===== config.mk =====
export PLATFORM = sky130hd
export DESIGN_NAME = running_light_ctrl
export DESIGN_NICKNAME = d
export VERILOG_FILES = /design/src/rtl/running_light_pkg.sv /design/src/rtl/btn_debounce.sv /design/src/rtl/running_light_ctrl.sv
export SDC_FILE = /design/constraint.sdc
export NUM_CORES = 1
export LEC_CHECK = 0
export BUFFER_PORTS_ARGS = -buffer_cell sky130_fd_sc_hd__buf_2
export CAP_MARGIN = 20
export CORE_ASPECT_RATIO = 1.4
export CORE_UTILIZATION = 50
export DETAILED_ROUTE_END_ITERATION = 6
export GPL_ROUTABILITY_DRIVEN = 0
export PLACE_DENSITY_LB_ADDON = 0.1
export SLEW_MARGIN = 10
export SYNTH_ARGS = -nofsm -noshare
export SYNTH_HDL_FRONTEND = slang
export SYNTH_SLANG_ARGS = --single-unit

===== constraint.sdc =====
create_clock -name clk -period 3.76 [get_ports clk]
set_input_delay 0.376 -clock clk [delete_from_list [all_inputs] [get_ports clk]]
set_output_delay 0.376 -clock clk [all_outputs]
set_load 0.05 [all_outputs]

===== src/rtl/running_light_pkg.sv =====
// Shared types and constants for the running-light sequencer.
// Holds the control FSM encoding and the speed range.
package running_light_pkg;

    typedef enum logic [1:0] {
        ST_INIT  = 2'd0,
        ST_RUN   = 2'd1,
        ST_PAUSE = 2'd2
    } state_t;

    localparam int SPEED_W = 3;
    localparam logic [SPEED_W-1:0] SPEED_MAX = SPEED_W'(7);

endpackage


===== src/rtl/btn_debounce.sv =====
// Button conditioner: 2-FF synchroniser, debounce counter, press pulse.
// A press is a one-cycle debounced rising edge; releases are silent.
module btn_debounce #(
    parameter int DEBOUNCE_CYCLES = 50000
) (
    input  logic clk,
    input  logic reset,
    input  logic btn,
    output logic press
);

    localparam int CW = $clog2(DEBOUNCE_CYCLES);
    localparam logic [CW-1:0] CNT_LAST = CW'(DEBOUNCE_CYCLES - 1);

    logic          sync_a;
    logic          sync_b;
    logic          level;
    logic [CW-1:0] cnt;

    always_ff @(posedge clk) begin
        if (reset) begin
            sync_a <= 1'b0;
            sync_b <= 1'b0;
            level  <= 1'b0;
            cnt    <= '0;
            press  <= 1'b0;
        end else begin
            sync_a <= btn;
            sync_b <= sync_a;
            press  <= 1'b0;
            if (sync_b == level) begin
                cnt <= '0;
            end else if (cnt == CNT_LAST) begin
                // Only a flip towards 1 is reported.
                level <= sync_b;
                cnt   <= '0;
                press <= sync_b;
            end else begin
                cnt <= cnt + 1'b1;
            end
        end
    end

endmodule


===== src/rtl/running_light_ctrl.sv =====
// Running-light sequencer: debounced buttons drive speed/pause control
// and a programmable prescaler that paces the shift register.
module running_light_ctrl
    import running_light_pkg::*;
#(
    parameter int DEBOUNCE_CYCLES = 50000,
    parameter int BASE_DIV        = 1000000
) (
    input  logic               clk,
    input  logic               reset,
    input  logic               btn_dir,
    input  logic               btn_faster,
    input  logic               btn_slower,
    input  logic               btn_pause,
    output logic               step_en,
    output logic               toggle_dir,
    output logic               sr_reset,
    output logic [SPEED_W-1:0] speed,
    output logic               paused
);

    localparam int PW = $clog2(BASE_DIV);

    logic dir_press;
    logic faster_press;
    logic slower_press;
    logic pause_press;

    btn_debounce #(.DEBOUNCE_CYCLES(DEBOUNCE_CYCLES)) u_dir (
        .clk   (clk),
        .reset (reset),
        .btn   (btn_dir),
        .press (dir_press)
    );

    btn_debounce #(.DEBOUNCE_CYCLES(DEBOUNCE_CYCLES)) u_faster (
        .clk   (clk),
        .reset (reset),
        .btn   (btn_faster),
        .press (faster_press)
    );

    btn_debounce #(.DEBOUNCE_CYCLES(DEBOUNCE_CYCLES)) u_slower (
        .clk   (clk),
        .reset (reset),
        .btn   (btn_slower),
        .press (slower_press)
    );

    btn_debounce #(.DEBOUNCE_CYCLES(DEBOUNCE_CYCLES)) u_pause (
        .clk   (clk),
        .reset (reset),
        .btn   (btn_pause),
        .press (pause_press)
    );

    state_t             state;
    state_t             state_next;
    logic [SPEED_W-1:0] speed_q;
    logic [PW-1:0]      cnt;
    logic [PW-1:0]      cnt_last;
    logic [PW:0]        period;
    logic               active;
    logic               speed_up;
    logic               speed_down;
    logic               speed_chg;
    logic               at_last;
    logic               sr_pulse;
    logic               step_pulse;
    logic               toggle_pulse;

    assign active     = (state != ST_INIT);
    assign speed_up   = active && faster_press && !slower_press
                        && (speed_q != SPEED_MAX);
    assign speed_down = active && slower_press && !faster_press
                        && (speed_q != '0);
    assign speed_chg  = speed_up || speed_down;

    // period can equal 2**PW at speed 0, so it carries one extra bit.
    assign period   = (PW+1)'(BASE_DIV >> speed_q);
    assign cnt_last = PW'(period - 1'b1);
    assign at_last  = (cnt == cnt_last);

    always_ff @(posedge clk) begin
        if (reset) begin
            state <= ST_INIT;
        end else begin
            state <= state_next;
        end
    end

    always_comb begin
        state_next   = state;
        sr_pulse     = 1'b0;
        step_pulse   = 1'b0;
        toggle_pulse = 1'b0;
        unique case (state)
            ST_INIT: begin
                sr_pulse   = 1'b1;
                state_next = ST_RUN;
            end
            ST_RUN: begin
                step_pulse   = at_last && !speed_chg;
                toggle_pulse = dir_press;
                if (pause_press) state_next = ST_PAUSE;
            end
            ST_PAUSE: begin
                toggle_pulse = dir_press;
                if (pause_press) state_next = ST_RUN;
            end
            default: state_next = ST_INIT;
        endcase
    end

    always_ff @(posedge clk) begin
        if (reset) begin
            speed_q <= '0;
            cnt     <= '0;
        end else begin
            if (speed_up) begin
                speed_q <= speed_q + 1'b1;
            end else if (speed_down) begin
                speed_q <= speed_q - 1'b1;
            end
            // A speed change restarts the period and drops any due step.
            if (speed_chg || state == ST_INIT) begin
                cnt <= '0;
            end else if (state == ST_RUN) begin
                cnt <= at_last ? '0 : cnt + 1'b1;
            end
        end
    end

    assign step_en    = step_pulse && !reset;
    assign toggle_dir = toggle_pulse && !reset;
    assign sr_reset   = sr_pulse && !reset;
    assign speed      = reset ? '0 : speed_q;
    assign paused     = (state == ST_PAUSE) && !reset;

endmodule


## Word level (Yosys, flattened, before mapping)

Index checks and enable logic that the tools add are counted.

- Logic and storage cells: 100
- Register bits: 105

- Reduce and logical (&&, ||, !) cells: 36
- Multiplexer cells: 10
- Shift-type cells: 1
- $add $sub $neg: 8
- Equality and inequality tests: 14
- Bitwise operators: 8

Operators by type and width:

| operator | number |
|---|---|
| 16-bit by 1-bit adder with 16-bit output, second input constant | 4 |
| 16-bit == test, second input constant | 4 |
| 3-bit OR reduction | 8 |
| 20-bit by 1-bit adder with 20-bit output, second input constant | 1 |
| 20-bit == test | 1 |
| 20-bit two-way mux | 1 |
| 20-bit by 3-bit right shift with 20-bit output, first input constant | 1 |
| 20-bit by 1-bit subtractor with 20-bit output, second input constant | 1 |
| 1-bit logical AND | 11 |
| 2-bit AND reduction | 5 |
| 3-bit two-way mux | 3 |
| 1-bit NOT | 8 |
| 2-bit one-hot mux with 3 select lines | 1 |
| 1-bit == test | 4 |
| 1-bit zero test | 4 |
| 2-bit two-way mux | 2 |
| 2-bit by 1-bit inequality test with 1-bit output, second input constant | 2 |
| 2-bit nonzero test | 2 |
| 2-bit OR reduction | 2 |
| 3-bit by 1-bit adder with 3-bit output, second input constant | 1 |
| 1-bit two-way mux | 3 |
| 3-bit inequality test, second input constant | 1 |
| 3-bit nonzero test | 1 |
| 3-bit by 1-bit subtractor with 3-bit output, second input constant | 1 |
| 4 further kinds | 5 |

## Logic depth before layout (Yosys ltp)

- Depth in word-level cells: 9
- Gate-level depth with buffers: 14
- Mapped depth without buffers: 11

## By module

From an unflattened synthesis, not the netlist that was laid out.

- Cells, all modules: 656
- Area, all modules: 6002.0 sq um

Modules (own cells, without submodules):

| module | cells each | times used | seq. area each (sq um) | area each (sq um) |
|---|---|---|---|---|
| btn_debounce | 98 | 4 | 400.4 | 985.9 |
| running_light_ctrl | 264 | 1 | 500.5 | 2058.2 |

## Least setup slack after synthesis

Ideal clock, no wire load.

- Kind: register to output
- Start point: reg speed_q[0]
- End point: out step_en
- Cell stages (with the launch flop): 13
- Arrival time: 3522 ps
- Path slack: -138 ps
- Path through: dfxtp_1 -> buf_2 -> inv_1 -> ha_1 -> clkbuf_1 -> nand2_1 -> ha_1 -> o21ai_0 -> or4_1 -> a311oi_2 -> nand3_2 -> nor3_4 -> nor3b_2

- Word-level cells in the longest chain between the ends: 7

Ends and longest elaborated chain:

| element | line | source |
|---|---|---|
| from (decl) | running_light_ctrl.sv:59 | `logic [SPEED_W-1:0] speed_q;` |
| from (signal assigned) | running_light_ctrl.sv:121 | `speed_q <= speed_q + 1'b1;` |
| from (signal assigned) | running_light_ctrl.sv:123 | `speed_q <= speed_q - 1'b1;` |
| branches (longest 4 deep; another with 20-bit by 1-bit subtractor with 20-bit output) | n/a |  |
| 1-bit logical AND (*) | running_light_ctrl.sv:103 | `step_pulse = at_last && !speed_chg;` |
| 1-bit two-way mux (*) | running_light_ctrl.sv:97 | `unique case (state)` |
| 1-bit logical AND (*) | running_light_ctrl.sv:134 | `assign step_en = step_pulse && !reset;` |
| to (decl) | running_light_ctrl.sv:15 | `output logic step_en,` |

Every way passes the cells marked *.

## Final worst setup path

Same ends and word-level chain as after synthesis.

==> flow_metrics.tcl <==
set metrics [dict create \
    synth_top_area_cell "dfxtp_1" \
    setup_ws_ps 202.2 \
    cts_hold_buf 0 \
    grt_max_degree 34 \
    num_vias 4130 \
    syn_inst 610 \
    setup_tns_ps 0 \
    slowest_delay_ps 550 \
    first_pass_iters 4 \
    vias_per_cell 5.434 \
    slew_viol_final 0 \
    status "complete, no violations" \
    cts_made_buffers 9 \
    synthDominantCellAreaShare 0.4060 \
    die_w_um 88 \
    max_cap_viol_count 0 \
    cts_setup_buffers 0 \
    rsz0062_at_grt "no" \
    pre_cts_ws_ps 441.1 \
    required_ps 3380 \
    die-area_um2 10770 \
    start_util 0.5174 \
    overflow 0 \
    htreeDepth 3 \
    drive_above_1_share 0.07680 \
    place_area_um2 5383 \
    synthFlopType "dfxtp_1" \
    diodes 0 \
    post-route-min-period_ps 3558 \
    leakage_nw 1.917 \
    min_path_type "input pin to flip-flop" \
    clock_path_buffers 2 \
    cts_tree "built" \
    synth_cell_types 51 \
    syn_nets 631 \
    yosys_warnings 0 \
    critPathLaunchType "flip-flop" \
    drc_errors 0 \
    synth_common_cells "dfxtp_1 (105), nor2_1 (102), xnor2_1 (44), xor2_1 (44), nand2_1 (41)" \
    post_cts_resized 0 \
    antenna_found_initial 0 \
    path_clk_slew_ps 70 \
    ir_drop_mv 0.2893 \
    drtIter0Drc 204 \
    setup_viol_count_final 0 \
    synth.avg_cell_area_um2 8.488 \
    postSynth.asyncResetShare 0 \
    dp_hpwl_um 7248 \
    place_inst 744 \
    routedWlPerCell_um 13.24 \
    stdcell_count 760 \
    post_synth_instance_area_um2 5177 \
    grtUsageTotal 0.2068 \
    fp-row-count 43 \
    hold_viol_final 0 \
    ant_nets 0 \
    ios 13 \
    fp.dieH_um 122.4 \
    final_cell_area_um2 5682 \
    core_um2 10010 \
    grt_pass1_vias 3968 \
    grt_pass1_wl_um 17510 \
    synth_area_leaders "dfxtp_1 (41%), xnor2_1 (7.4%), xor2_1 (7.4%)" \
    cts-root-buf "clkbuf_16" \
    path_cells "inv_1 -> ha_1 -> nor2b_1 -> or3b_1 -> or4_1 -> a311oi_2 -> nand3_2 -> nor3_4 -> nor3b_4 -> buf_4" \
    cp_slowest_cell "or4_1" \
    worstPathMaxFanout 4 \
    nets 641 \
    clock_latency_ps 340 \
    port_buffers 12 \
    seq_area_frac_synth 0.4060 \
    crit_path_end_kind "primary output" \
    synth_edf_count 0 \
    max_slew.worst_pin.slew_ps 686.6 \
    area_growth_pct 9.739 \
    ys_seq_elements 105 \
    maxSlewHeadroom 0.5423 \
    cts.sinks 105 \
    whs_ps 243.6 \
    yosysMostFrequentCell "dfxtp_1" \
    fillers 920 \
    postRouteWirelength_um 10070 \
    critical_path_class "flip-flop to primary output" \
    power_density_nw_per_um2 367.5 \
    max_clock_freq_ghz 0.2811 \
    worst_clock_skew_ps 7.148 \
    finalCritPeriodShare 0.9462 \
    cp.arrival_ps 3180 \
]
## state kept, by name, summed over array words and instances (netlist names), 2 cells and up
name	cells
state	2
u_faster.cnt	16
u_pause.cnt	16
u_slower.cnt	16
speed_q	3
cnt	20
u_dir.cnt	16
## where the power goes
part,switching (mW),internal [mW]
Combinational,0.0387,0.0172
Sequential,0.00609,1.12
Clock,0.400,0.506
## critical path, delay by kind of cell, from the launching register on
family / cells / cell delay, ps
adder cells (fa/ha/maj): 1 / 250
AO/OA/AOI/OAI: 1 / 280
AND/OR/NAND/NOR: 6 / 1620
buffers and inverters: 2 / 330
flip-flops: 1 / 370
## kinds of logic after synthesis
kind of cell,share of synthesized area
adder cells (fa/ha/maj),0.03770
buffers and inverters,0.02827
flip-flops,0.4060
multiplexers,0.02344
AO/OA/AOI/OAI,0.05824
XOR/XNOR,0.1489
AND/OR/NAND/NOR,0.2975
## path summary, 6_finish.rpt
kind,from,endpoint,slack (ps),cells after the start
min reg2reg,u_slower.sync_a,u_slower.sync_b,440,1
min,btn_dir,u_dir.sync_a,240,2
max,speed_q[0],step_en,200,10
max reg2reg,speed_q[0],cnt[18],820,10
## final cells by class
| cell class | count | area [µm²] | area share |
|---|---|---|---|
| timing repair buffer | 21 | 130.1 | 0.02290 |
| multi-input combinational | 470 | 2938 | 0.5171 |
| sequential | 105 | 2103 | 0.3702 |
| clock inverter | 3 | 22.52 | 0.003964 |
| tap | 135 | 168.9 | 0.02973 |
| inverter | 13 | 48.80 | 0.008588 |
| clock buffer | 13 | 270.3 | 0.04757 |
## cell usage in the layout (no fill, tap or decap), types with 3 or more instances in the layout
master / Yosys / final
a21oi_1: 16 / 16
and3_1: 21 / 21
buf_2: 3 / 11
buf_4: 1 / 10
clkbuf_16: 0 / 9
clkbuf_8: 0 / 3
dfxtp_1: 105 / 104
ha_1: 14 / 13
inv_1: 13 / 13
mux2i_1: 11 / 11
nand2_1: 41 / 41
nand2b_1: 4 / 4
nand3_1: 34 / 34
nand3b_1: 5 / 5
nand4_1: 17 / 17
nor2_1: 102 / 102
nor2b_1: 14 / 14
nor3_1: 32 / 32
nor4_1: 7 / 7
nor4b_1: 7 / 7
o21ai_0: 12 / 11
o22ai_1: 4 / 4
or3_1: 9 / 9
xnor2_1: 44 / 44
xor2_1: 44 / 44
## per-stage QoR
stage               utilization  power [mW]
global route             0.5678       2.174
finish                   0.5678       2.088
global placement         0.5379       1.207
CTS                      0.5671       2.117
floorplan                     -       1.191
detailed placement       0.5379       1.208
## per-layer routing
metal,wire length [µm],track usage,up-vias,share of wire
li1,-,-,2108,-
met1,4460,0.2479,1914,0.44
met2,4900,0.3440,78,0.49
met3,339,0.04506,30,0.034
met4,364,0.1055,0,0.036
met5,0,0,-,0
(Power assumes the default switching activity.)
